[config.mk]
export PLATFORM = sky130hd
export DESIGN_NAME = alu_op_sequencer
export DESIGN_NICKNAME = d
export VERILOG_FILES = /design/src/rtl/alu_op_sequencer.sv
export SDC_FILE = /design/constraint.sdc
export NUM_CORES = 1
export LEC_CHECK = 0
export ABC_AREA = 1
export ABC_CLOCK_PERIOD_IN_PS = 1600
export CAP_MARGIN = 20
export CELL_PAD_IN_SITES_DETAIL_PLACEMENT = 0
export CELL_PAD_IN_SITES_GLOBAL_PLACEMENT = 1
export CORE_MARGIN = 4
export CORE_UTILIZATION = 31
export CTS_CLUSTER_SIZE = 16
export DETAILED_ROUTE_END_ITERATION = 12
export GPL_ROUTABILITY_DRIVEN = 1
export GPL_TIMING_DRIVEN = 0
export MAX_ROUTING_LAYER = met4
export PLACE_DENSITY = 0.8
export SETUP_SLACK_MARGIN = 0.2
export SLEW_MARGIN = 5
export SYNTH_ARGS = -nofsm -noshare
export SYNTH_HDL_FRONTEND = slang
export SYNTH_SLANG_ARGS = --single-unit
export TNS_END_PERCENT = 5
[constraint.sdc]
create_clock -name clk -period 1.6 [get_ports clk]
set_input_delay 0.48 -clock clk [delete_from_list [all_inputs] [get_ports clk]]
set_output_delay 0.48 -clock clk [all_outputs]
set_load 0.1 [all_outputs]
[src/rtl/alu_op_sequencer.sv]
// alu_op_sequencer: issue-side controller for the Alu datapath.
// Ports: clk, clear_n (async low reset); instr_valid/instr_ready with
//   opcode, ra_data, rb_data in; one-hot op strobes plus A/B out to the
//   Alu; C (64-bit) back; result_valid/result_ready with z_hi, z_lo, err.
module alu_op_sequencer #(
  parameter int SIMPLE_LAT = 1,
  parameter int MUL_LAT    = 3,
  parameter int DIV_LAT    = 34
) (
  input  logic        clk,
  input  logic        clear_n,
  input  logic        instr_valid,
  output logic        instr_ready,
  input  logic [4:0]  opcode,
  input  logic [31:0] ra_data,
  input  logic [31:0] rb_data,
  output logic        AND,
  output logic        OR,
  output logic        ADD,
  output logic        SUB,
  output logic        MUL,
  output logic        DIV,
  output logic        SHR,
  output logic        SHL,
  output logic        ROR,
  output logic        ROL,
  output logic        NEG,
  output logic        NOT,
  output logic        IncPC,
  output logic [31:0] A,
  output logic [31:0] B,
  input  logic [63:0] C,
  output logic        result_valid,
  input  logic        result_ready,
  output logic [31:0] z_hi,
  output logic [31:0] z_lo,
  output logic        err
);

  typedef enum logic [1:0] {
    IDLE,
    EXEC,
    RESP
  } state_t;

  localparam logic [4:0] OP_MUL  = 5'd4;
  localparam logic [4:0] OP_DIV  = 5'd5;
  localparam logic [4:0] OP_LAST = 5'd12;

  state_t      state_q, state_d;
  logic [31:0] a_q, a_d;
  logic [31:0] b_q, b_d;
  logic [5:0]  cnt_q, cnt_d;
  logic [31:0] z_hi_q, z_hi_d;
  logic [31:0] z_lo_q, z_lo_d;
  logic        err_q, err_d;
  logic [12:0] stb_q, stb_d;
  logic [5:0]  lat;
  logic        legal;

  assign legal = (opcode <= OP_LAST);

  always_comb begin
    lat = 6'(SIMPLE_LAT);
    unique case (1'b1)
      (opcode == OP_MUL): lat = 6'(MUL_LAT);
      (opcode == OP_DIV): lat = 6'(DIV_LAT);
      default:            lat = 6'(SIMPLE_LAT);
    endcase
  end

  always_comb begin
    state_d = state_q;
    a_d     = a_q;
    b_d     = b_q;
    cnt_d   = cnt_q;
    z_hi_d  = z_hi_q;
    z_lo_d  = z_lo_q;
    err_d   = err_q;
    stb_d   = stb_q;
    unique case (state_q)
      IDLE: begin
        if (instr_valid) begin
          a_d = ra_data;
          b_d = rb_data;
          if (legal) begin
            cnt_d   = lat;
            stb_d   = 13'(1) << opcode;
            state_d = EXEC;
          end else begin
            // Illegal ops skip the Alu entirely.
            err_d   = 1'b1;
            z_hi_d  = '0;
            z_lo_d  = '0;
            state_d = RESP;
          end
        end
      end
      EXEC: begin
        cnt_d = cnt_q - 6'd1;
        // Capture on the last strobe cycle; the strobe drops with it.
        if (cnt_q == 6'd1) begin
          z_hi_d  = C[63:32];
          z_lo_d  = C[31:0];
          err_d   = 1'b0;
          stb_d   = '0;
          state_d = RESP;
        end
      end
      RESP: begin
        if (result_ready) state_d = IDLE;
      end
      default: state_d = IDLE;
    endcase
  end

  always_ff @(posedge clk or negedge clear_n) begin
    if (!clear_n) begin
      state_q <= IDLE;
      a_q     <= '0;
      b_q     <= '0;
      cnt_q   <= '0;
      z_hi_q  <= '0;
      z_lo_q  <= '0;
      err_q   <= 1'b0;
      stb_q   <= '0;
    end else begin
      state_q <= state_d;
      a_q     <= a_d;
      b_q     <= b_d;
      cnt_q   <= cnt_d;
      z_hi_q  <= z_hi_d;
      z_lo_q  <= z_lo_d;
      err_q   <= err_d;
      stb_q   <= stb_d;
    end
  end

  assign instr_ready  = (state_q == IDLE) && clear_n;
  assign result_valid = (state_q == RESP);
  assign A            = a_q;
  assign B            = b_q;
  assign z_hi         = z_hi_q;
  assign z_lo         = z_lo_q;
  assign err          = err_q;

  assign AND   = stb_q[0];
  assign OR    = stb_q[1];
  assign ADD   = stb_q[2];
  assign SUB   = stb_q[3];
  assign MUL   = stb_q[4];
  assign DIV   = stb_q[5];
  assign SHR   = stb_q[6];
  assign SHL   = stb_q[7];
  assign ROR   = stb_q[8];
  assign ROL   = stb_q[9];
  assign NEG   = stb_q[10];
  assign NOT   = stb_q[11];
  assign IncPC = stb_q[12];

endmodule

==> summary.md, run 1 <==
| Metric | Value |
|---|---|
| Status | `complete, but fails checks` |
| Failing checks | `negative hold slack, negative setup slack` |
| Post-synthesis mux area share | `0.1235` |
| Worst Path Class, Setup | `reg -> out` |
| First drt pass iteration count | `4` |
| Nets | `1,020` |
| Largest family of logic cells by synthesized area | `simple AND/OR/NAND/NOR gates` |
| Minimum clock period | `1.838 ns` |
| Share of the synthesized area in the top cell type | `0.6114` |
| # diodes | `0` |
| GRT Overall Usage | `0.1780` |
| Pin count of the biggest net entering global routing | `103` |
| Global-route wire length before repair | `29.60 mm` |
| Crit path capture | `instr_ready` |
| DR vias/cell | `4.310` |
| Ys flop type | `dfrtp_1` |
| DRC viols | `0` |
| Filler Cells Inserted | `1,578` |
| Leading post-synthesis cells by cell area | `dfrtp_1 (61%), nand2_1 (15%), mux2_2 (9.9%), buf_6 (3.1%), mux2_4 (2.4%)` |
| Capturing point of the worst reg2reg path | `A[31]` |
| RSZ-0062 raised after global routing | `true` |
| Crit share post-route | `1.149` |
| DP HPWL | `13.84 mm` |
| CTS max path bufs | `2` |
| IO Pins | `281` |
| Via Count | `4,995` |
| Port buffer count | `280` |
| Antenna Nets Post-Route | `0` |
| Worst r2r path cells | `5` |
| Routability Congestion | `0.8125` |
| Layout area overhead | `83.00%` |
| Worst rel slew slack | `0.6114` |
| Crit Reg-Reg Startpoint | `state_q[1]` |
| Layout cells sized above 1 | `0.3434` |
| Die W | `148.7 um` |
| Crit path capture type | `output pin` |
| Yosys reg bits | `150` |
| Gate Count Post-Synth | `567` |
| Area leader, netlist | `dfrtp_1` |
| H-tree levels | `4` |
| Setup violators final | `42` |
| Number of global-route vias before repair | `5,221` |
| Drt first-iter violations | `219` |
| Post-synth EDFFs | `0` |
| Synth Area in XOR/XNOR | `0` |
| Remaining Overflow, GRT | `0` |
| Synthesized cell area | `6140 sq um` |
| CP startpoint | `state_q[0]` |
| Sequential element share of the synthesized area | `0.6114` |
| Critical path startpoint category | `flop` |
| CTS tree | `done` |
| CTS Buf Count | `17` |
| Most common cell in the netlist | `nand2_1` |
| Hold WC Path Type | `in -> async` |
| Routed WL | `19.80 mm` |
| Share of flip-flops with an asynchronous set or reset | `1.000` |
| Worst-Margin Slew | `0.5829 ns` |
| Hold violation count in the final report | `48` |
| FMAX | `544.1 MHz` |
| Initial antenna violation count | `0` |
| Commonest cells post-synth | `nand2_1 (245), dfrtp_1 (150), mux2_2 (54)` |
| WL per Instance | `17.08 um` |
| Root Driver | `clkbuf_16` |
| Final worst slack | `-0.2379 ns` |
| Row Count | `51` |
| CP Data Required Time | `1.12 ns` |
| Post-Route Skew | `0.01323 ns` |
| CTS Sinks | `150` |
| Simple-gate share of the synthesized area | `0.2054` |
| Max_cap viols | `0` |
| Full die area | `22,120 sq um` |
| Crit Path Max Fanout | `5` |
| Slew Limit Fails | `0` |
| Fraction of the mapped netlist area in adder cells | `0.004076` |
| Initial core utilization | `0.3155` |
| Syn_area_per_cell | `10.83 sq um` |
| Compound-Gate Fraction of Synth Area | `0.009782` |
| Yosys warnings | `0` |
| R2R setup slack | `0 ns` |
| Crit path DAT | `1.36 ns` |
| Post-synth net total | `706` |
| Core area | `19,460 sq um` |
| Clk slew on worst S/H paths | `0.07 ns` |
| Latest clock arrival within the worst-skew pair | `0.42 ns` |
| Die H | `148.7 um` |
| Unique masters post-synth | `28` |
| Place WS | `-1.198 ns` |
| Final hold slack | `-0.08123 ns` |
-- logic make-up (layout without fill, tap and decap cells) --
kind of cell | Yosys count | in the layout
AO/OA/AOI/OAI | 10 | 10
buffers and inverters | 39 | 366
flip-flops | 150 | 150
AND/OR/NAND/NOR | 302 | 302
multiplexers | 64 | 64
adder cells (fa/ha/maj) | 2 | 2
-- layer usage --
metal	GRT usage	wire, um
met5	-	0
met4	0.06407	480
met3	0.04163	945
met2	0.2978	10450
met1	0.2115	7922
-- worst min-delay path by stage --
stage,start,endpoint,depth (start not counted)
after global placement,z_hi[29],z_hi[29],2
after global routing,clear_n,stb_q[11],1
after floorplan,clear_n,A[0],0
final,clear_n,stb_q[11],1
after detailed placement,clear_n,stb_q[11],1
after CTS,clear_n,stb_q[11],1
-- state kept, by name, indices dropped and copies added (netlist names) --
name / cells
A: 32
B: 32
cnt_q: 6
err: 1
state_q: 2
stb_q: 13
z_hi: 32
z_lo: 32
-- per-stage QoR --
step | hold WS, ns | instances | TNS, ns | area [sq um] | util
after global placement | 0.4523 | 1112 | -1102.65 | 9295 | 0.4776
after detailed placement | 0.4153 | 1113 | -109.37 | 9328 | 0.4793
after floorplan | 0.1844 | 567 | -0.1987 | 6161 | -
after global routing | -0.08189 | 1159 | -9.378 | 11240 | 0.5773
after CTS | -0.04360 | 1155 | -9.363 | 10890 | 0.5593
final | -0.08123 | 1159 | -2.252 | 11240 | 0.5773
-- placed cells by master, fill, tap and decap left out, drive strengths merged --
| cell type | instances |
|---|---|
| bufinv | 3 |
| clkinvlp | 3 |
| nor3b | 1 |
| o21a | 1 |
| nand4 | 2 |
| inv | 24 |
| dfrtp | 150 |
| buf | 180 |
| o31ai | 3 |
| a21oi | 2 |
| nor3 | 2 |
| ha | 2 |
| clkinv | 2 |
| mux2 | 64 |
| nand3 | 10 |
| nor2 | 27 |
| dlymetal6s2s | 1 |
| or2 | 1 |
| nand2 | 258 |
| and3 | 1 |
| clkdlybuf4s50 | 134 |
| clkbuf | 19 |
| o21ai | 4 |
-- timing repair --
action	4_1_cts	5_1_grt
pin swaps	1	5
gates resized for setup	1064	202
hold endpoints to repair	48	48
endpoints found under the setup margin	289	293
buffers inserted	10	4
-- cell type report --
type / instances / area, sq um / area share
Inverter: 18 / 70.07 / 0.006236
Timing Repair Buffer: 295 / 4089 / 0.3639
Tap cell: 265 / 331.6 / 0.02951
Buffer: 21 / 234.0 / 0.02082
Multi-Input combinational cell: 378 / 2138 / 0.1903
Sequential cell: 150 / 3756 / 0.3343
Clock buffer: 18 / 429.2 / 0.03820
Clock inverter: 14 / 187.7 / 0.01670
-- worst max-delay path, stage by stage, from the launching register on --
cell and delay [ns]:
dfrtp_2 0.45, nor3b_4 0.27, buf_12 0.21
Power of run 1 is not shown: default switching activity piles up to over one toggle a cycle in this logic, so the estimate is an artifact.
==> inputs of run 2 (changes only) <==
Settings changed: CORE_UTILIZATION 31 to 46, DONT_BUFFER_PORTS set to 1, PLACE_DENSITY 0.8 to 0.77.
==> run 2 against run 1 <==
Net effect:
- the run still ends with negative hold slack, negative setup slack left
- cell count is 32% lower
- first-iteration DRC count down 11%
- clock-buffer cell count increased by 1
- non-clock buffer count fell by 275
- die area down 31%
- core utilization is 3.7 points higher
- worst hold slack got worse by 0.17 ns
- largest cell class is now registers
==> summary.md, run 2 (synthesis results as in run 1) <==
| Metric | Value |
|---|---|
| Status | `complete, but fails checks` |
| Failing checks | `negative hold slack, negative setup slack` |
| DR vias/cell | `5.204` |
| Max_cap viols | `0` |
| Nets | `746` |
| WL per Instance | `21.01 um` |
| Routed WL | `16.60 mm` |
| H-tree levels | `4` |
| Die H | `123.5 um` |
| Clk slew on worst S/H paths | `0.06 ns` |
| Root Driver | `clkbuf_16` |
| Latest clock arrival within the worst-skew pair | `0.42 ns` |
| Crit path max-delay cell type | `nor3b_4` |
| CP Data Required Time | `1.12 ns` |
| Post-Route Skew | `0.005379 ns` |
| CTS max path bufs | `2` |
| Via Count | `4,111` |
| Row Count | `41` |
| Number of global-route vias before repair | `4,192` |
| Setup violators final | `140` |
| Most frequent cells in the layout | `nand2_1 (244), dfrtp_4 (142), mux2_2 (54)` |
| Worst Path Buf+Inv | `0` |
| Worst Path Class, Setup | `reg -> out` |
| IO Pins | `281` |
| Pin count of the biggest net entering global routing | `152` |
| Final worst slack | `-0.6241 ns` |
| Routability Congestion | `0.8475` |
| Crit Path Max Fanout | `2` |
| Core area | `12,820 sq um` |
| Slew Limit Fails | `0` |
| Hold violation count in the final report | `150` |
| CTS Buf Count | `17` |
| CTS tree | `done` |
| Worst-Margin Slew | `1.077 ns` |
| Crit path capture type | `output pin` |
| Port buffer count | `0` |
| Minimum clock period | `2.224 ns` |
| First drt pass iteration count | `4` |
| Layout cells sized above 1 | `0.5032` |
| Final hold slack | `-0.2527 ns` |
| Hold WC Path Type | `in -> async` |
| Remaining Overflow, GRT | `0` |
| Placed Area | `6376 sq um` |
| Critical path startpoint category | `flop` |
| Commonest non-fill, non-tap cell in the layout | `nand2_1` |
| Initial antenna violation count | `0` |
| Antenna Nets Post-Route | `0` |
| RSZ-0062 raised after global routing | `true` |
| DRC viols | `0` |
| DP HPWL | `11.37 mm` |
| Design area | `7881 sq um` |
| Crit share post-route | `1.390` |
| Global-route wire length before repair | `23.68 mm` |
| Layout area overhead | `28.37%` |
| Cell family with most CP delay | `simple AND/OR/NAND/NOR gates` |
| Critical-path cell list | `nor3b_4` |
| Crit path DAT | `1.74 ns` |
| CTS Sinks | `150` |
| Drt first-iter violations | `195` |
| Die W | `123.5 um` |
| Max stage delay on crit path | `0.89 ns` |
| Worst rel slew slack | `0.2815` |
| # diodes | `0` |
| FMAX | `449.6 MHz` |
| Full die area | `15,260 sq um` |
| Initial core utilization | `0.4787` |
| GRT Overall Usage | `0.2141` |
run 2: routing by layer:
layer	global-route usage	vias to the layer above	wire (um)
met2	0.3571	195	8632
met1	0.2390	2027	6194
met4	0.08028	0	344
met3	0.07228	26	1429
met5	-	-	0
li1	-	1863	-
run 2: final cells by class:
class                      instances  area [sq um]
sequential                       150          4289
tap                              172         215.2
fill                             973          4943
clock inverter                    11         175.2
inverter                          18         72.57
multi-input combinational        379          2188
timing repair buffer              20         219.0
clock buffer                      19         442.9
buffer                            21         279.0
run 2: through the flow:
| step | setup WS [ns] | hold WS [ns] | std cells | util | setup TNS [ns] |
|---|---|---|---|---|---|
| 2_1_floorplan | -0.1987 | 0.1844 | 567 | - | -0.1987 |
| 3_3_place_gp | -0.2633 | 0.1894 | 739 | 0.4972 | -1.142 |
| 3_5_place_dp | -0.2767 | 0.1896 | 739 | 0.4972 | -2.544 |
| 4_1_cts | -0.6385 | -0.2671 | 771 | 0.5937 | -2.670 |
| 5_1_grt | -0.6671 | -0.2793 | 790 | 0.6145 | -24.55 |
| 6_report | -0.6241 | -0.2527 | 790 | 0.6145 | -14.62 |
run 2: worst paths after layout:
path / startpoint / end / slack (ns) / cells after the start
max in group asynchronous: clear_n / stb_q[6] / 1.55 / 0
min reg2reg: cnt_q[5] / cnt_q[5] / 0.53 / 2
max: state_q[0] / instr_ready / -0.62 / 1
min in group clk: result_ready / state_q[1] / 0.13 / 1
max reg2reg: state_q[0] / A[29] / -0.15 / 7
min: clear_n / z_hi[5] / -0.25 / 0
run 2: repair_timing:
item | in CTS | in global routing
pin swaps | 4 | 7
buffers inserted | 2 | 15
setup endpoints to repair | 283 | 291
resized for setup | 302 | 17
hold endpoints to repair | 150 | 150
gates cloned | 0 | 4
Power of run 2 is left out for the same reason.
==> inputs of run 3 (changes only) <==
Settings changed: REMOVE_ABC_BUFFERS set to 1.
==> run 3 against run 2 <==
Net effect:
- the run still ends with negative hold slack, negative setup slack left
- core utilization is 0.62 points higher
- maximum frequency grew 18%
- routed wire length increased by 3.5%
- global-route usage up 0.53 points
- design area increased by 1.0%
- first-iteration DRC count fell by 9.2%
- sequential share of layout area fell by 0.52 points
- clock-buffer cell count rose by 3
- via count is 1.5% higher
- sequential cell count unchanged
- register-to-register slack better by 0.02 ns
- worst hold slack gained 0.013 ns
==> summary.md, run 3 (synthesis results as in run 1) <==
| Metric | Value |
|---|---|
| Layout area overhead | `29.67%` |
| CP startpoint | `state_q[0]` |
| Hold WC Path Type | `in -> async` |
| Max stage delay on crit path | `0.52 ns` |
| R2R setup slack | `-0.13 ns` |
| Drt first-iter violations | `177` |
| # diodes | `0` |
| GRT Overall Usage | `0.2194` |
| Slew Limit Fails | `0` |
| Routability Congestion | `0.8185` |
| CTS max path bufs | `2` |
| Final hold slack | `-0.2397 ns` |
| Via Count | `4,171` |
| DP HPWL | `10.21 mm` |
| Crit share post-route | `1.175` |
| CTS Sinks | `150` |
| Core area | `12,820 sq um` |
| Setup Total Neg Slack | `-7.323 ns` |
| Crit Path Max Fanout | `6` |
| Final worst slack | `-0.2800 ns` |
| Critical-path cell list | `nor2_4` |
| RSZ-0062 raised after global routing | `true` |
| Worst Path Buf+Inv | `0` |
| H-tree levels | `4` |
| CTS tree | `done` |
| Worst Path Class, Setup | `reg -> out` |
| Filler Cells Inserted | `998` |
| Crit path DAT | `1.40 ns` |
| FMAX | `531.9 MHz` |
| DR vias/cell | `5.286` |
| Minimum clock period | `1.880 ns` |
| Layout cells sized above 1 | `0.5316` |
| Met2 Usage GRT | `0.3479` |
| Final Core Density | `0.6208` |
| Critical path startpoint category | `flop` |
| Die W | `123.5 um` |
| Initial antenna violation count | `0` |
| Setup violators final | `97` |
| Commonest non-fill, non-tap cell in the layout | `nand2_1` |
| Failing checks | `negative hold slack, negative setup slack` |
| Max_cap viols | `0` |
| Root Driver | `clkbuf_16` |
| WL per Instance | `21.78 um` |
| Die H | `123.5 um` |
| Crit Reg-Reg Startpoint | `state_q[1]` |
| Full die area | `15,260 sq um` |
| Hold violation count in the final report | `150` |
| Worst-Margin Slew | `0.6139 ns` |
| Dpl cells | `719` |
| DRC viols | `0` |
| Latest clock arrival within the worst-skew pair | `0.42 ns` |
| Non-Filler Instances | `789` |
| Status | `complete, but fails checks` |
| Crit path capture type | `output pin` |
| Port buffer count | `0` |
| Global-route wire length before repair | `24.05 mm` |
| Met1 Use GR | `0.2488` |
| CTS Buf Count | `17` |
| Routed WL | `17.19 mm` |
| Post-Route Skew | `0.01143 ns` |
| Initial core utilization | `0.4787` |
| Number of global-route vias before repair | `4,277` |
| First drt pass iteration count | `4` |
| Remaining Overflow, GRT | `0` |
| Row Count | `41` |
| Cell family with most CP delay | `simple AND/OR/NAND/NOR gates` |
| CP Data Required Time | `1.12 ns` |
| Pin count of the biggest net entering global routing | `152` |
| GR Layer Usage met3 | `0.08966` |
| Worst rel slew slack | `0.5898` |
| Clk slew on worst S/H paths | `0.06 ns` |
| Antenna Nets Post-Route | `0` |
| Most frequent cells in the layout | `nand2_1 (227), dfrtp_4 (142), mux2_2 (54)` |
| Crit path max-delay cell type | `nor2_4` |
| Capturing point of the worst reg2reg path | `B[31]` |
| Worst r2r path cells | `4` |
| Grt peak-use layer | `met2` |
| IO Pins | `281` |
| Nets | `743` |
## run 3: layout make-up
| class | count | area [sq um] | share of cell area |
|---|---|---|---|
| Sequential cell | 150 | 4292 | 0.5391 |
| Multi-Input combinational cell | 384 | 2350 | 0.2951 |
| Clock buffer | 22 | 454.2 | 0.05705 |
| Timing Repair Buffer | 33 | 452.9 | 0.05689 |
| Tap cell | 172 | 215.2 | 0.02703 |
| Clock inverter | 10 | 120.1 | 0.01509 |
| Inverter | 18 | 77.57 | 0.009744 |
## run 3: metrics by stage
| stage | setup slack, ns | area (sq um) | hold slack, ns |
|---|---|---|---|
| floorplan | -1.556 | 5926 | 0.1844 |
| global placement | -1.630 | 6141 | 0.1882 |
| detailed placement | -0.5100 | 6171 | 0.1881 |
| CTS | -0.3245 | 7508 | -0.2605 |
| global route | -0.3160 | 7961 | -0.2641 |
| finish | -0.2800 | 7961 | -0.2397 |
## run 3: routing by layer
layer	wire length (um)	up-vias
met5	0	-
met3	2009	18
met2	8828	227
met4	249	0
met1	6098	2061
li1	-	1865
## run 3: how the worst max path moves through the flow
| stage | to | slack [ns] | depth (start not counted) |
|---|---|---|---|
| 6_report | result_valid | -0.28 | 1 |
| 3_3_place_gp | instr_ready | -1.63 | 1 |
| 5_1_grt | result_valid | -0.32 | 1 |
| 4_1_cts | result_valid | -0.32 | 2 |
| 3_5_place_dp | z_hi[6] | -0.51 | 7 |
| 2_1_floorplan | instr_ready | -1.56 | 1 |
## run 3: what timing repair did
action,4_1_cts,5_1_grt
cloned,5,4
setup buffers,11,18
pin swaps,5,25
endpoints found under the hold margin,150,150
gates resized for setup,294,58
setup endpoints to repair,288,293
Power of run 3 is left out for the same reason.
